## config.mk

```make
export PLATFORM = sky130hd
export DESIGN_NAME = multicycle_controller_flat
export DESIGN_NICKNAME = d
export VERILOG_FILES = /design/src/rtl/multicycle_controller_if.sv /design/src/rtl/multicycle_controller.sv /design/src/flat_wrapper.sv
export SDC_FILE = /design/constraint.sdc
export NUM_CORES = 1
export LEC_CHECK = 0
export CAP_MARGIN = 20
export CORE_ASPECT_RATIO = 0.9
export CORE_UTILIZATION = 30
export DETAILED_ROUTE_END_ITERATION = 10
export SYNTH_ARGS = -nofsm -noshare
export SYNTH_HDL_FRONTEND = slang
export SYNTH_SLANG_ARGS = --single-unit
export TNS_END_PERCENT = 50
```

## constraint.sdc

```tcl
create_clock -name clk -period 1.4 [get_ports clk]
set_input_delay 0.28 -clock clk [delete_from_list [all_inputs] [get_ports clk]]
set_output_delay 0.28 -clock clk [all_outputs]
set_load 0.01 [all_outputs]
```

## src/rtl/multicycle_controller_if.sv

```systemverilog
// Control bundle between the multicycle controller and its datapath.
// MC_PERF_CNT_EN adds the InstrRet retired-instruction count.
interface multicycle_controller_if;
  logic [6:0] op;
  logic [2:0] funct3;
  logic       funct7b5;
  logic       Zero, Neg, Ovf, Carry;
  logic       MemReady;
  logic       MemReq, MemWrite, IRWrite, PCWrite, AdrSrc;
  logic [1:0] ALUSrcA, ALUSrcB, ResultSrc;
  logic [2:0] ImmSrc;
  logic       RegWrite;
  logic [2:0] ALUControl;
  logic       Fault;
`ifdef MC_PERF_CNT_EN
  logic [31:0] InstrRet;
`endif

  modport master (
    input  op, funct3, funct7b5, Zero, Neg, Ovf, Carry, MemReady,
`ifdef MC_PERF_CNT_EN
    output InstrRet,
`endif
    output MemReq, MemWrite, IRWrite, PCWrite, AdrSrc, ALUSrcA, ALUSrcB,
           ResultSrc, ImmSrc, RegWrite, ALUControl, Fault
  );

  modport slave (
    output op, funct3, funct7b5, Zero, Neg, Ovf, Carry, MemReady,
`ifdef MC_PERF_CNT_EN
    input  InstrRet,
`endif
    input  MemReq, MemWrite, IRWrite, PCWrite, AdrSrc, ALUSrcA, ALUSrcB,
           ResultSrc, ImmSrc, RegWrite, ALUControl, Fault
  );
endinterface

```

## src/rtl/multicycle_controller.sv

```systemverilog
// Multicycle RV32I control FSM with memory handshake timeout and sticky fault.
// Optional macro MC_PERF_CNT_EN adds a retired-instruction counter (InstrRet).
module multicycle_controller #(
  parameter bit EXT_BRANCH = 1'b1,
  parameter int TIMEOUT    = 15,
  parameter int WAIT_W     = 4
) (
  input logic                   clk,
  input logic                   reset,
  multicycle_controller_if.master bus
);
  typedef enum logic [3:0] {
    S_FETCH, S_DECODE, S_MEMADR, S_MEMREAD, S_MEMWB, S_MEMWRITE, S_EXECR,
    S_EXECI, S_ALUWB, S_BRANCH, S_JAL, S_LUI, S_FAULT
  } state_t;

  localparam logic [6:0] OP_LW  = 7'b0000011;
  localparam logic [6:0] OP_SW  = 7'b0100011;
  localparam logic [6:0] OP_R   = 7'b0110011;
  localparam logic [6:0] OP_I   = 7'b0010011;
  localparam logic [6:0] OP_BR  = 7'b1100011;
  localparam logic [6:0] OP_JAL = 7'b1101111;
  localparam logic [6:0] OP_LUI = 7'b0110111;

  state_t            state;
  logic [WAIT_W-1:0] wait_cnt;
  logic              mem_state, stalled, timed_out;
  logic              br_legal, br_taken;
  logic [2:0]        alu_dec;

  // Only the three memory states wait on MemReady; a ready in the limit cycle wins.
  always_comb begin
    mem_state = (state == S_FETCH) || (state == S_MEMREAD) || (state == S_MEMWRITE);
    stalled   = mem_state && !bus.MemReady;
    timed_out = stalled && (TIMEOUT != 0) && (wait_cnt == WAIT_W'(TIMEOUT));
  end

  always_comb begin
    br_legal = 1'b0;
    br_taken = 1'b0;
    case (bus.funct3)
      3'b000: begin br_legal = 1'b1;       br_taken = bus.Zero;                end
      3'b001: begin br_legal = EXT_BRANCH; br_taken = !bus.Zero;               end
      3'b100: begin br_legal = EXT_BRANCH; br_taken = bus.Neg ^ bus.Ovf;       end
      3'b101: begin br_legal = EXT_BRANCH; br_taken = !(bus.Neg ^ bus.Ovf);    end
      3'b110: begin br_legal = EXT_BRANCH; br_taken = !bus.Carry;              end
      3'b111: begin br_legal = EXT_BRANCH; br_taken = bus.Carry;               end
      default: ;
    endcase
  end

  always_comb begin
    case (bus.funct3)
      3'b000:  alu_dec = (bus.op[5] && bus.funct7b5) ? 3'b001 : 3'b000;
      3'b010:  alu_dec = 3'b101;
      3'b110:  alu_dec = 3'b011;
      3'b111:  alu_dec = 3'b010;
      default: alu_dec = 3'b000;
    endcase
  end

  always_ff @(posedge clk) begin
    if (reset) begin
      state    <= S_FETCH;
      wait_cnt <= '0;
    end else begin
      wait_cnt <= (stalled && !timed_out) ? wait_cnt + 1'b1 : '0;
      case (state)
        S_FETCH:    if (timed_out) state <= S_FAULT;
                    else if (bus.MemReady) state <= S_DECODE;
        S_DECODE:
          case (bus.op)
            OP_LW, OP_SW: state <= S_MEMADR;
            OP_R:         state <= S_EXECR;
            OP_I:         state <= S_EXECI;
            OP_BR:        state <= S_BRANCH;
            OP_JAL:       state <= S_JAL;
            OP_LUI:       state <= S_LUI;
            default:      state <= S_FAULT;
          endcase
        S_MEMADR:   state <= bus.op[5] ? S_MEMWRITE : S_MEMREAD;
        S_MEMREAD:  if (timed_out) state <= S_FAULT;
                    else if (bus.MemReady) state <= S_MEMWB;
        S_MEMWRITE: if (timed_out) state <= S_FAULT;
                    else if (bus.MemReady) state <= S_FETCH;
        S_MEMWB:    state <= S_FETCH;
        S_EXECR, S_EXECI, S_LUI, S_JAL: state <= S_ALUWB;
        S_ALUWB:    state <= S_FETCH;
        S_BRANCH:   state <= br_legal ? S_FETCH : S_FAULT;
        default:    state <= S_FAULT;
      endcase
    end
  end

  always_comb begin
    bus.MemReq     = 1'b0;
    bus.MemWrite   = 1'b0;
    bus.IRWrite    = 1'b0;
    bus.PCWrite    = 1'b0;
    bus.AdrSrc     = 1'b0;
    bus.ALUSrcA    = 2'b00;
    bus.ALUSrcB    = 2'b00;
    bus.ResultSrc  = 2'b00;
    bus.ImmSrc     = 3'b000;
    bus.RegWrite   = 1'b0;
    bus.ALUControl = 3'b000;
    bus.Fault      = 1'b0;
    case (state)
      S_FETCH: begin
        bus.MemReq    = 1'b1;
        bus.ALUSrcB   = 2'b10;
        bus.ResultSrc = 2'b10;
        bus.IRWrite   = bus.MemReady;
        bus.PCWrite   = bus.MemReady;
      end
      S_DECODE: begin
        bus.ALUSrcA = 2'b01;
        bus.ALUSrcB = 2'b01;
        bus.ImmSrc  = (bus.op == OP_JAL) ? 3'b011 : 3'b010;
      end
      S_MEMADR: begin
        bus.ALUSrcA = 2'b10;
        bus.ALUSrcB = 2'b01;
        bus.ImmSrc  = bus.op[5] ? 3'b001 : 3'b000;
      end
      S_MEMREAD: begin
        bus.MemReq = 1'b1;
        bus.AdrSrc = 1'b1;
      end
      S_MEMWB: begin
        bus.ResultSrc = 2'b01;
        bus.RegWrite  = 1'b1;
      end
      S_MEMWRITE: begin
        bus.MemReq   = 1'b1;
        bus.MemWrite = 1'b1;
        bus.AdrSrc   = 1'b1;
      end
      S_EXECR: begin
        bus.ALUSrcA    = 2'b10;
        bus.ALUControl = alu_dec;
      end
      S_EXECI: begin
        bus.ALUSrcA    = 2'b10;
        bus.ALUSrcB    = 2'b01;
        bus.ALUControl = alu_dec;
      end
      S_LUI: begin
        bus.ALUSrcA = 2'b11;
        bus.ALUSrcB = 2'b01;
        bus.ImmSrc  = 3'b100;
      end
      S_ALUWB: bus.RegWrite = 1'b1;
      S_BRANCH: begin
        bus.ALUSrcA    = 2'b10;
        bus.ALUControl = 3'b001;
        bus.PCWrite    = br_legal && br_taken;
      end
      // PC takes the target held in ALUOut while the ALU forms PC+4 for the link.
      S_JAL: begin
        bus.ALUSrcA = 2'b01;
        bus.ALUSrcB = 2'b10;
        bus.PCWrite = 1'b1;
      end
      S_FAULT: bus.Fault = 1'b1;
      default: ;
    endcase
  end

`ifdef MC_PERF_CNT_EN
  logic retire;
  always_comb
    retire = (state == S_MEMWB) || (state == S_ALUWB) || (state == S_BRANCH) ||
             ((state == S_MEMWRITE) && bus.MemReady);

  always_ff @(posedge clk) begin
    if (reset)       bus.InstrRet <= '0;
    else if (retire) bus.InstrRet <= bus.InstrRet + 32'd1;
  end
`endif
endmodule

```

## src/flat_wrapper.sv

```systemverilog
// flat-port wrapper written by rule: the top's interface ports become plain ports
module multicycle_controller_flat 
#(
  parameter bit EXT_BRANCH = 1'b1,
  parameter int TIMEOUT    = 15,
  parameter int WAIT_W     = 4
)
  (clk, reset, bus_op, bus_funct3, bus_funct7b5, bus_Zero, bus_Neg, bus_Ovf, bus_Carry, bus_MemReady, bus_MemReq, bus_MemWrite, bus_IRWrite, bus_PCWrite, bus_AdrSrc, bus_ALUSrcA, bus_ALUSrcB, bus_ResultSrc, bus_ImmSrc, bus_RegWrite, bus_ALUControl, bus_Fault);
  multicycle_controller_if bus_i ();
  input logic clk;
  input logic reset;
  input wire logic [$bits(bus_i.op)-1:0] bus_op;
  input wire logic [$bits(bus_i.funct3)-1:0] bus_funct3;
  input wire logic [$bits(bus_i.funct7b5)-1:0] bus_funct7b5;
  input wire logic [$bits(bus_i.Zero)-1:0] bus_Zero;
  input wire logic [$bits(bus_i.Neg)-1:0] bus_Neg;
  input wire logic [$bits(bus_i.Ovf)-1:0] bus_Ovf;
  input wire logic [$bits(bus_i.Carry)-1:0] bus_Carry;
  input wire logic [$bits(bus_i.MemReady)-1:0] bus_MemReady;
  output wire logic [$bits(bus_i.MemReq)-1:0] bus_MemReq;
  output wire logic [$bits(bus_i.MemWrite)-1:0] bus_MemWrite;
  output wire logic [$bits(bus_i.IRWrite)-1:0] bus_IRWrite;
  output wire logic [$bits(bus_i.PCWrite)-1:0] bus_PCWrite;
  output wire logic [$bits(bus_i.AdrSrc)-1:0] bus_AdrSrc;
  output wire logic [$bits(bus_i.ALUSrcA)-1:0] bus_ALUSrcA;
  output wire logic [$bits(bus_i.ALUSrcB)-1:0] bus_ALUSrcB;
  output wire logic [$bits(bus_i.ResultSrc)-1:0] bus_ResultSrc;
  output wire logic [$bits(bus_i.ImmSrc)-1:0] bus_ImmSrc;
  output wire logic [$bits(bus_i.RegWrite)-1:0] bus_RegWrite;
  output wire logic [$bits(bus_i.ALUControl)-1:0] bus_ALUControl;
  output wire logic [$bits(bus_i.Fault)-1:0] bus_Fault;
  assign bus_i.op = bus_op;
  assign bus_i.funct3 = bus_funct3;
  assign bus_i.funct7b5 = bus_funct7b5;
  assign bus_i.Zero = bus_Zero;
  assign bus_i.Neg = bus_Neg;
  assign bus_i.Ovf = bus_Ovf;
  assign bus_i.Carry = bus_Carry;
  assign bus_i.MemReady = bus_MemReady;
  assign bus_MemReq = bus_i.MemReq;
  assign bus_MemWrite = bus_i.MemWrite;
  assign bus_IRWrite = bus_i.IRWrite;
  assign bus_PCWrite = bus_i.PCWrite;
  assign bus_AdrSrc = bus_i.AdrSrc;
  assign bus_ALUSrcA = bus_i.ALUSrcA;
  assign bus_ALUSrcB = bus_i.ALUSrcB;
  assign bus_ResultSrc = bus_i.ResultSrc;
  assign bus_ImmSrc = bus_i.ImmSrc;
  assign bus_RegWrite = bus_i.RegWrite;
  assign bus_ALUControl = bus_i.ALUControl;
  assign bus_Fault = bus_i.Fault;
  multicycle_controller #(.EXT_BRANCH(EXT_BRANCH), .TIMEOUT(TIMEOUT), .WAIT_W(WAIT_W)) u_core (.clk(clk), .reset(reset), .bus(bus_i));
endmodule
```

==> results.json, run 1 <==
{
  "status": "finished with violations",
  "failed_checks": "setup timing",
  "grt_pass1_vias": 1268,
  "setup_viol_count_final": 27,
  "nFillCells": 244,
  "die_width_um": 61.2,
  "p_leak_nw": 0.852,
  "rows": 18,
  "clockRootBuffer": "clkbuf_4",
  "yosys-top-cells-area": "dfxtp_1, o31ai_1, nand2b_1",
  "clockBufferDepth": 2,
  "synth_nets": 145,
  "reg2reg_to": "u_core.state[1]",
  "worst-slew-pin-transition_ns": 0.324,
  "num_vias": 1294,
  "dieArea_mm2": 0.00339,
  "syn_inst": 126,
  "synth_edf_count": 0,
  "worst_setup_path_start_kind": "flop",
  "synth_seq_cells": 8,
  "cap_violations": 0,
  "clkTransAtPathRegs_ns": 0.06,
  "crit_fanout": 8,
  "clkSinkCount": 8,
  "yosys.area.top_type": "dfxtp_1",
  "layout_setup_ws_ns": -0.294,
  "finalCritPeriodShare": 1.21,
  "cp_cell_sequence": "buf_8 -> or4_4 -> o22ai_4 -> nand2_4 -> o32ai_2",
  "fp.coreArea_mm2": 0.00286,
  "rrSetupSlack_ns": -0.29,
  "antenna_found_initial": 0,
  "ios": 37,
  "holdPathStages": 2,
  "hold_violations": 0,
  "max_freq_mhz": 590,
  "maxSlewHeadroom": 0.782,
  "n_antenna_cell": 0,
  "min_period_ns": 1.69,
  "drtPass1Iterations": 4,
  "ys.flop_type": "dfxtp_1",
  "holdBufCountCts": 0,
  "power.switching_mw": 1.12,
  "ctsHtreeMaxLevel": 1,
  "crit_family": "simple AND/OR/NAND/NOR gates",
  "worstSkewPairLatency_ns": 0.26,
  "synth_area_per_cell_um2": 7.52,
  "ys_warn_count": 0,
  "drive_above_1_share": 0.579,
  "required_ns": 1.56,
  "grt_setup_unrepaired": "true",
  "drc": 0,
  "p_sw_frac": 0.409,
  "critPathMaxStageDelay_ns": 0.55,
  "yosysMostFrequentCell": "nor2_1",
  "finalNetCount": 235,
  "dp.cells": 238,
  "min_to": "u_core.wait_cnt[0]",
  "power.density_mw_per_mm2": 1420,
  "netlist_area_um2": 947,
  "wl_um": 3540,
  "critPathLaunch": "u_core.state[1]",
  "grt_start_max_net_pins": 9,
  "hp-class": "flop to flop",
  "reg2reg_from": "u_core.state[1]",
  "grt.overflow.total": 0,
  "final_cells": 254,
  "synth_cell_types": 51,
  "share_comb_of_total_power": 0.795,
  "clockPowerShare": 0.066,
  "cp.arrival_ns": 1.86,
  "ys_async_sr_fraction": 0,
  "critical_path_class": "flop to flop",
  "final_max_slew_viol_count": 0,
  "cts_tree": "yes",
  "track_usage": 0.214,
  "crit_buf_inv": 1,
  "initial_core_util": 0.331,
  "hp-start": "u_core.wait_cnt[0]",
  "p_total_mw": 2.74,
  "die_y_um": 55.3,
  "fin_util": 0.674,
  "cts_made_buffers": 3,
  "critical-path-slowest-cell": "or4_4",
  "port-buffer-count": 36,
  "fin_skew_ns": 0.00577,
  "drt_iter0_markers": 38,
  "area_delta_synth_final_pct": 104,
  "intPower_mw": 1.62,
  "timing.hold.ws_ns": 0.524,
  "power_frac_seq": 0.140,
  "grt_pass1_wl_um": 5570,
  "place_congestion": 0.876,
  "final_cell_area_mm2": 0.00193,
  "yosysSeqAreaShare": 0.169,
  "max-vdd-ir-drop_v": 0.000627,
  "vias_per_cell": 5.09,
  "wl_per_cell_um": 13.9,
  "yosysTopAreaCellShare": 0.169,
  "end_kind": "flop",
  "hpwl_um": 2560,
  "placed_area_mm2": 0.00167,
  "ant_nets": 0,
  "ys_top_cells_by_count": "nor2_1, dfxtp_1, nand2_1",
  "r2r_cells": 5
}
logic make-up (layout without fill, tap and decap cells):
kind of cell / after synthesis / in the layout / share of synthesized area
adders and majority gates: 1 / 1 / 0.0132
xor gates and xnor gates: 6 / 6 / 0.0555
DFF: 8 / 8 / 0.169
buffers and inverters: 15 / 103 / 0.0700
and+or+nand+nor: 62 / 62 / 0.404
AOI/OAI and AO/OA: 33 / 33 / 0.276
muxes: 1 / 1 / 0.0119
power by group through the flow:
stage / registers [mW] / clock network, mW / logic, mW
finish: 0.383 / 0.180 / 2.18
detailed placement: 0.364 / 0 / 1.77
CTS: 0.372 / 0.185 / 2.03
floorplan: 0.293 / 0 / 0.872
global placement: 0.364 / 0 / 1.74
global route: 0.391 / 0.210 / 2.34
worst max path at each step:
stage | endpoint | depth (start not counted)
floorplan | u_core.state[1] | 5
global placement | bus_PCWrite | 6
detailed placement | bus_PCWrite | 6
CTS | u_core.state[1] | 5
global route | u_core.state[1] | 5
finish | u_core.state[1] | 5
registers in the layout, summed over array words and instances, names as in the netlist:
name and count:
u_core.wait_cnt 4, u_core.state 4
final cells by class:
cell class | count | area [um2] | share of cell area
flip-flops and latches | 8 | 173 | 0.0896
multi-input cells | 103 | 911 | 0.472
repair buffers | 95 | 753 | 0.391
clock buffers | 3 | 22.5 | 0.0117
well taps | 40 | 50.0 | 0.0260
inverters | 5 | 18.8 | 0.00973
stage by stage:
stage | setup TNS (ns) | worst slack [ns]
floorplan | -0.792 | -0.129
global placement | -12.84 | -0.835
detailed placement | -13.36 | -0.877
CTS | -5.51 | -0.311
global route | -7.12 | -0.396
finish | -5.08 | -0.294
cells in the final DEF (no fill, tap or decap), types with 4 or more instances in the layout:
master and instances:
nand2_1 6, a21oi_1 4, inv_1 5, buf_6 13, nor2_1 6, nand2b_4 4
o21ai_0 4, buf_2 14, buf_4 50, o31ai_1 4, dlygate4sd2_1 11, nor3_2 5
nor3_1 4, dfxtp_1 4
tightest hold or removal path, stage by stage (launching register included):
cell and delay (ns):
dfxtp_1 0.33, buf_4 0.11, nor3_1 0.04
timing repair:
action | in CTS | in global routing
pin swaps | 20 | 8
buffers inserted | 13 | 0
gates resized for setup | 128 | 21
endpoints found under the setup margin | 27 | 27
per-layer routing:
metal / wire length (um) / share of wire / vias up / global-route usage
met2: 1850 / 0.52 / 26 / 0.370
met1: 1570 / 0.44 / 607 / 0.268
met5: 0 / 0 / - / 0
met4: 21 / 0.0059 / 0 / 0.0455
met3: 106 / 0.030 / 2 / 0.0398
li1: - / - / 659 / -
No activity file was read; power rests on OpenSTA's default activity.
==> run 2, diff against run 1 <==
--- a/config.mk
+++ b/config.mk
@@ -9,6 +9,7 @@
 export CORE_ASPECT_RATIO = 0.9
 export CORE_UTILIZATION = 30
 export DETAILED_ROUTE_END_ITERATION = 10
+export SLEW_MARGIN = 20
 export SYNTH_ARGS = -nofsm -noshare
 export SYNTH_HDL_FRONTEND = slang
 export SYNTH_SLANG_ARGS = --single-unit
==> results of run 2 <==
Final layout, timing and power as in run 1 (identical DEF).
==> run 3, diff against run 2 <==
--- a/config.mk
+++ b/config.mk
@@ -13,4 +13,3 @@
 export SYNTH_ARGS = -nofsm -noshare
 export SYNTH_HDL_FRONTEND = slang
 export SYNTH_SLANG_ARGS = --single-unit
-export TNS_END_PERCENT = 50
==> results.json, run 3 (synthesis results as in run 1) <==
{
  "status": "finished with violations",
  "failed_checks": "setup timing",
  "cp.arrival_ns": 1.89,
  "power.density_mw_per_mm2": 1450,
  "mostFrequentLayoutCell": "buf_4",
  "num_vias": 1354,
  "final_cell_area_mm2": 0.00198,
  "end_kind": "flop",
  "holdBufCountCts": 0,
  "cts_made_buffers": 3,
  "vias_per_cell": 5.29,
  "ant_nets": 0,
  "clkSinkCount": 8,
  "cts_tree": "yes",
  "clkTransAtPathRegs_ns": 0.05,
  "p_leak_nw": 0.888,
  "finalNetCount": 237,
  "rows": 18,
  "cap_violations": 0,
  "grt.overflow.total": 0,
  "final_cell_mix": "buf_4, buf_6, buf_2, dlygate4sd2_1, nand2_1",
  "p_total_mw": 2.87,
  "grt_setup_unrepaired": "true",
  "grt_start_max_net_pins": 13,
  "ctsHtreeMaxLevel": 1,
  "antenna_found_initial": 0,
  "power.switching_mw": 1.17,
  "n_antenna_cell": 0,
  "placed_area_mm2": 0.00163,
  "hold_violations": 0,
  "hpwl_um": 2460,
  "timing.hold.ws_ns": 0.528,
  "top_regs": "u_core.state x4, u_core.wait_cnt x4",
  "final_max_slew_viol_count": 0,
  "maxSlewHeadroom": 0.778,
  "grt_pass1_vias": 1343,
  "clockBufferDepth": 2,
  "drt_iter0_markers": 45,
  "place_ws_ns": -0.858,
  "crit_fanout": 7,
  "critical_path_class": "flop to flop",
  "worst-slew-pin-transition_ns": 0.330,
  "worstSkewPairLatency_ns": 0.27,
  "place_congestion": 0.872,
  "dieArea_mm2": 0.00339,
  "drc": 0,
  "ios": 37,
  "power_frac_seq": 0.138,
  "max_freq_mhz": 581,
  "fin_skew_ns": 0.00485,
  "drtPass1Iterations": 4,
  "p_sw_frac": 0.408,
  "initial_core_util": 0.331,
  "setup_viol_count_final": 27,
  "required_ns": 1.57,
  "grt_pass1_wl_um": 5840,
  "max-vdd-ir-drop_v": 0.000572,
  "fp.coreArea_mm2": 0.00286,
  "clockPowerShare": 0.064,
  "worst_setup_path_start_kind": "flop",
  "die_width_um": 61.2,
  "area_delta_synth_final_pct": 110,
  "wl_um": 3700,
  "clockRootBuffer": "clkbuf_4",
  "hp-class": "flop to flop",
  "min_period_ns": 1.72,
  "track_usage": 0.226,
  "layout_setup_ws_ns": -0.320,
  "finalCritPeriodShare": 1.23,
  "share_comb_of_total_power": 0.798,
  "intPower_mw": 1.70,
  "port-buffer-count": 36,
  "drive_above_1_share": 0.569,
  "wl_per_cell_um": 14.4,
  "die_y_um": 55.3
}
run 3: changes by cell type in the layout (fill, tap and decap cells not counted), sizes merged:
cell | before | now
clkdlybuf4s15 | 1 | 4
clkbuf | 5 | 3
dlymetal6s2s | 0 | 1
run 3: path summary, 6_finish.rpt:
kind | start | end | slack, ns | cells past startpoint
worst min register to register | u_core.wait_cnt[0] | u_core.wait_cnt[0] | 0.53 | 2
worst max register to register | u_core.state[2] | u_core.state[1] | -0.32 | 5
worst min-delay path | u_core.wait_cnt[0] | u_core.wait_cnt[0] | 0.53 | 2
worst max-delay path | u_core.state[2] | u_core.state[1] | -0.32 | 5
run 3: metal layers:
layer / global-route usage / wire [um] / part of all wire / up-vias
met5: 0 / 0 / 0 / -
met4: 0.0519 / 71 / 0.019 / 0
met3: 0.0422 / 228 / 0.062 / 10
met2: 0.398 / 1890 / 0.51 / 46
met1: 0.276 / 1510 / 0.41 / 642
li1: - / - / - / 656
run 3: worst max-delay path, cell delays in order (launching register included):
cell and delay [ns]:
dfxtp_4 0.37, buf_6 0.13, or4_4 0.52, o22ai_4 0.23, nand2_4 0.12, o32ai_2 0.25
run 3: timing repair:
item | in CTS | in global routing
resized for setup | 127 | 27
pin swaps | 19 | 14
endpoints found under the hold margin | 0 | 0
setup buffers | 11 | 11
setup endpoints to repair | 27 | 27
run 3: final cells by class:
class,instances,area (um2)
Multi-Input combinational cell,103,906
Fill cell,245,876
Timing Repair Buffer,97,815
Sequential cell,8,173
Tap cell,40,50.0
Clock buffer,3,22.5
Inverter,5,18.8
run 3: power by group through the flow:
| stage | Combinational [mW] | Sequential (mW) | Clock [mW] |
|---|---|---|---|
| detailed placement | 1.70 | 0.375 | 0 |
| CTS | 1.93 | 0.383 | 0.183 |
| global route | 2.44 | 0.402 | 0.202 |
| floorplan | 0.872 | 0.293 | 0 |
| global placement | 1.67 | 0.375 | 0 |
| finish | 2.29 | 0.396 | 0.183 |
run 3: stage by stage:
| stage | utilization | cells | setup TNS, ns |
|---|---|---|---|
| after CTS | 0.640 | 246 | -5.51 |
| after global placement | 0.569 | 232 | -12.83 |
| after detailed placement | 0.569 | 232 | -13.36 |
| after floorplan | - | 126 | -0.649 |
| after global routing | 0.694 | 256 | -7.39 |
| final | 0.694 | 256 | -5.77 |
